===== src/rtl/sync_frame_serializer.sv =====
// Frame serializer: sends sync word 11101 then a DATA_W-bit payload MSB first,
// optionally zero-stuffing after every 1110 so 11101 only appears in the sync word.
module sync_frame_serializer #(
  parameter int DATA_W   = 8,
  parameter int STUFF_EN = 1
) (
  input  logic              clock,
  input  logic              reset,
  input  logic [DATA_W-1:0] din,
  input  logic              din_valid,
  output logic              din_ready,
  output logic              dataout,
  output logic              dout_valid,
  output logic              busy,
  output logic              frame_done
);

  localparam int CW = $clog2(DATA_W + 1);
  localparam logic [4:0] SYNC_WORD = 5'b11101;

  typedef enum logic [1:0] {IDLE, SYNC, PAYLOAD} state_t;

  state_t            state, state_n;
  logic [DATA_W-1:0] shreg, shreg_n;
  logic [CW-1:0]     cnt, cnt_n;
  logic [3:0]        hist, hist_n;
  logic [2:0]        sidx, sidx_n;
  logic              bit_n, vld_n, done_n, ready_n;
  logic              accept, stuff;

  // din_ready is only ever high in IDLE, so it doubles as the accept qualifier.
  assign accept = din_valid && din_ready;
  assign stuff  = (STUFF_EN != 0) && (hist == 4'b1110);

  always_ff @(posedge clock) begin
    if (reset) begin
      state      <= IDLE;
      shreg      <= '0;
      cnt        <= '0;
      hist       <= '0;
      sidx       <= '0;
      dataout    <= 1'b0;
      dout_valid <= 1'b0;
      busy       <= 1'b0;
      frame_done <= 1'b0;
      din_ready  <= 1'b0;
    end else begin
      state      <= state_n;
      shreg      <= shreg_n;
      cnt        <= cnt_n;
      hist       <= hist_n;
      sidx       <= sidx_n;
      dataout    <= bit_n;
      dout_valid <= vld_n;
      busy       <= vld_n;
      frame_done <= done_n;
      din_ready  <= ready_n;
    end
  end

  // sidx counts sync bits already on the line; the 5th one hands over to PAYLOAD.
  always_comb begin
    state_n = state;
    case (state)
      IDLE:    if (accept) state_n = SYNC;
      SYNC:    if (sidx == 3'd4) state_n = PAYLOAD;
      PAYLOAD: if (cnt == '0) state_n = IDLE;
      default: state_n = IDLE;
    endcase
  end

  // Next values of the registered outputs and the datapath; each computes the
  // bit that will be on dataout during the following cycle.
  always_comb begin
    shreg_n = shreg;
    cnt_n   = cnt;
    hist_n  = hist;
    sidx_n  = sidx;
    bit_n   = 1'b0;
    vld_n   = 1'b0;
    done_n  = 1'b0;
    ready_n = 1'b0;
    case (state)
      IDLE: begin
        ready_n = 1'b1;
        if (accept) begin
          ready_n = 1'b0;
          bit_n   = SYNC_WORD[4];
          vld_n   = 1'b1;
          shreg_n = din;
          cnt_n   = CW'(DATA_W);
          hist_n  = {3'b000, SYNC_WORD[4]};
          sidx_n  = 3'd1;
        end
      end
      SYNC: begin
        bit_n  = SYNC_WORD[3'd4 - sidx];
        vld_n  = 1'b1;
        sidx_n = sidx + 3'd1;
        hist_n = {hist[2:0], bit_n};
      end
      PAYLOAD: begin
        if (cnt == '0) begin
          ready_n = 1'b1;
        end else if (stuff) begin
          bit_n  = 1'b0;
          vld_n  = 1'b1;
          hist_n = {hist[2:0], 1'b0};
        end else begin
          bit_n   = shreg[DATA_W-1];
          vld_n   = 1'b1;
          shreg_n = shreg << 1;
          cnt_n   = cnt - CW'(1);
          done_n  = (cnt == CW'(1));
          hist_n  = {hist[2:0], bit_n};
        end
      end
      default: ;
    endcase
  end

endmodule

===== config.mk =====
export PLATFORM = sky130hd
export DESIGN_NAME = sync_frame_serializer
export DESIGN_NICKNAME = d
export VERILOG_FILES = /design/src/rtl/sync_frame_serializer.sv
export SDC_FILE = /design/constraint.sdc
export NUM_CORES = 1
export LEC_CHECK = 0
export CORE_UTILIZATION = 34
export DETAILED_ROUTE_END_ITERATION = 12
export GPL_ROUTABILITY_DRIVEN = 0
export PLACE_DENSITY_LB_ADDON = 0.08
export SYNTH_ARGS = -nofsm -noshare
export SYNTH_HDL_FRONTEND = slang
export SYNTH_SLANG_ARGS = --single-unit

===== constraint.sdc =====
create_clock -name clock -period 2.1 [get_ports clock]
set_clock_uncertainty 0.1 [all_clocks]
set_input_delay 0.525 -clock clock [delete_from_list [all_inputs] [get_ports clock]]
set_output_delay 0.525 -clock clock [all_outputs]
set_load 0.1 [all_outputs]

==> results by group <==
Status
  – Status: completed

Timing
  – Worst-margin pin slew: 0.370 ns
  – Peak Freq: 508 MHz
  – Slew margin rel.: 0.751
  – Fin crit share: 0.937
  – Max Slew Vio Count: 0
  – Tmin final: just under 2 ns
  – RSZ-0062 raised after global routing: no
  – Worst hold slack: 0.369 ns
  – # setup viols final: 0
  – Setup TNS: 0 ns
  – Final hold vios: 0

Clocking
  – Hold buffer count at CTS: 0
  – H-tree Lvls: 1
  – CTS tree: built
  – CTS sink cnt: 25
  – Post-CTS Setup Inserts: 0
  – Num CTS Buffers: 3
  – Root buffer cell: clkbuf_8
  – Clock Latency Late Sink: 0.27 ns
  – Max clock buf depth: 2
  – Number of gates resized after cts: 0
  – Worst-path clk slew: around 0.09 ns

Global route
  – Grt total ovfl: 0
  – Total track usage: 0.155
  – First-pass GRT wire length: 5140 µm
  – Vias in the first global route: 1,124
  – Largest net degree at the start of global routing: 14
  – Initial antenna violation count: 0

Synthesis
  – Syn Nets: 166
  – Post-synthesis cell type count: 42
  – Post-Syn Area per Cell: 9.65 µm²
  – Seq/Total Area, Yosys: 0.358
  – Post-Syn Area: 0.00140 mm²
  – Async S/R FF share, synth: 0
  – FF+latch count, synth: 25
  – Yosys warning total: 0
  – Primary FF master, synth: dfxtp_1
  – Post-synth EDFFs: 0
  – Synthesized netlist cell count: between 100 and 150

Die
  – IO Pins: 16
  – Starting Density: 0.368
  – DIE HEIGHT: around 66 µm
  – Die area: 0.00437 mm²
  – Chip width: 66.1 µm
  – # rows: 22
  – Core area: between 0.003 and 0.004 mm²

Pwr
  – Combinational group share of total power: 0.434
  – Switching pwr: ~0.65 mW
  – Sequential Power Share: 0.384
  – Leak pwr: 0.574 nW
  – Clk pwr share: 0.181
  – Peak VDD IR: 0.000374 V
  – Switching Fraction: 0.407
  – P_int: 0.952 mW
  – Power per Cell Area: 967 mW/mm²
  – Total Power: 1.61 mW

Final layout
  – Util after Layout: 0.437
  – Syn-to-layout area delta: 18.7%
  – Fillers: between 300 and 400
  – Nets: 184
  – Fraction of final layout cells sized beyond drive strength 1: 0.185
  – Antenna Diode Count: 0
  – Most frequent cells in the layout: dfxtp_1, a21oi_1, inv_1
  – Finished Layout Cells: 210
  – Most common cell after layout, fill and taps aside: dfxtp_1

Placement
  – IO Port Bufs: 15
  – DPL Wire Length: between 2000 and 2500 µm
  – Post-Place Cells: 206

Critical path
  – Cells along the critical path: inv_1 -> ha_1 -> or3b_1 -> o2bb2ai_1 -> a31oi_1 -> a31oi_1
  – Worst reg2reg startpoint: cnt[0]
  – CP Buf/Inv Count: 1
  – Crit-path max FO: 7
  – Slowest stage cell, crit path: or3b_1
  – Reg-to-Reg End: hist[0]
  – Crit. Startpoint: cnt[0]
  – Cell family with most CP delay: compound AO/OA/AOI/OAI gates
  – Endpoint class of the critical path: flop
  – Startpoint Class: flop
  – Setup CP Type: flop to flop
  – Most Frequent Cell on Critical Path: a31oi_1
  – WP data required: 2.19 ns
  – Worst R2R Setup Slack: 0.13 ns
  – CP Data Arrival Time: between 2 and 2.5 ns
  – Largest stage delay on the critical path: approximately 0.51 ns
  – Worst reg2reg path depth: 6

Min path
  – Hold path endpoint: hist[3]
  – Min-Delay Path Class: flop to flop
  – Hold_sp: hist[3]
  – Hold depth: 2

Route
  – Vias: 1,127
  – Drt first pass iters: 4
  – DRT iter0 DRCs: 53
  – Routed Antenna Nets: 0
  – Post-Route WL: 3020 µm
  – Via density: 5.37
  – Wirelength per Cell: 14.4 µm
  – Drc violations: 0

Run
  – Max-cap viol count: 0
power by group through the flow:
stage | sequential, mW | combinational, mW | clock (mW)
floorplan | 0.702 | 0.443 | 0
global placement | 0.625 | 0.690 | 0
detailed placement | 0.629 | 0.701 | 0
CTS | 0.618 | 0.702 | 0.305
global route | 0.628 | 0.750 | 0.328
finish | 0.617 | 0.698 | 0.291
worst register-to-register path: cells and delay by family (launching register included):
kind	cells	cell delay, ns
AOI/OAI and AO/OA	3	0.61
adders and majority gates	1	0.20
buffers and inverters	1	0.11
DFF	1	0.35
and+or+nand+nor	1	0.52
metrics by stage:
step           setup slack [ns]  cell area [µm²]
6_report                  0.132             1660
5_1_grt                 0.00985             1660
4_1_cts                   0.134             1660
3_5_place_dp             0.0548             1620
3_3_place_gp             0.0791             1620
2_1_floorplan            0.0378             1400
flip-flops by register name, summed over array words and instances, names as in the netlist:
| name | cells |
|---|---|
| state | 2 |
| busy | 1 |
| din_ready | 1 |
| hist | 4 |
| shreg | 8 |
| frame_done | 1 |
| dataout | 1 |
| sidx | 3 |
| cnt | 4 |
synthesized netlist by cell type (2+ instances only):
cell type | n | area share
a211oi_2 | 7 | 0.063
a21oi_1 | 15 | 0.054
a311oi_1 | 2 | 0.013
a31oi_1 | 4 | 0.018
buf_6 | 3 | 0.024
dfxtp_1 | 25 | 0.36
ha_1 | 10 | 0.089
inv_1 | 11 | 0.030
mux2i_1 | 9 | 0.064
nand2_1 | 6 | 0.016
nand2b_1 | 2 | 0.0089
nand3_1 | 6 | 0.021
nand4_1 | 2 | 0.0089
nor2_1 | 4 | 0.011
nor2b_1 | 2 | 0.0089
nor3_1 | 5 | 0.018
o21ai_0 | 5 | 0.018
o31ai_2 | 2 | 0.018
or4_1 | 2 | 0.011
final cells by class:
| class | count | area, µm² | area share |
|---|---|---|---|
| timing repair buffer | 21 | 220 | 0.133 |
| clock buffer | 4 | 45.0 | 0.0271 |
| tap | 48 | 60.1 | 0.0362 |
| multi-input combinational | 101 | 793 | 0.478 |
| inverter | 11 | 41.3 | 0.0249 |
| sequential | 25 | 500 | 0.301 |
metal layers:
layer,vias up,wire (µm),part of all wire,GRT usage
met5,-,0,0,0
met4,0,13,0.0043,0.0239
li1,565,-,-,-
met2,26,1530,0.50,0.287
met1,534,1360,0.45,0.178
met3,2,122,0.040,0.0431
how the worst max path moves through the flow:
stage / slack [ns] / end / cells after the start
CTS: 0.13 / shreg[7] / 6
floorplan: 0.04 / cnt[2] / 4
global placement: 0.08 / shreg[4] / 5
finish: 0.13 / hist[0] / 6
global route: 0.01 / hist[0] / 7
detailed placement: 0.05 / shreg[7] / 5
logic make-up after synthesis:
kind of cell	share of synthesized area
AO/OA/AOI/OAI	0.275
buffers and inverters	0.0751
multiplexers	0.0725
flip-flops	0.358
AND/OR/NAND/NOR	0.130
adder cells (fa/ha/maj)	0.0894
Power figures use the tool's default switching activity.
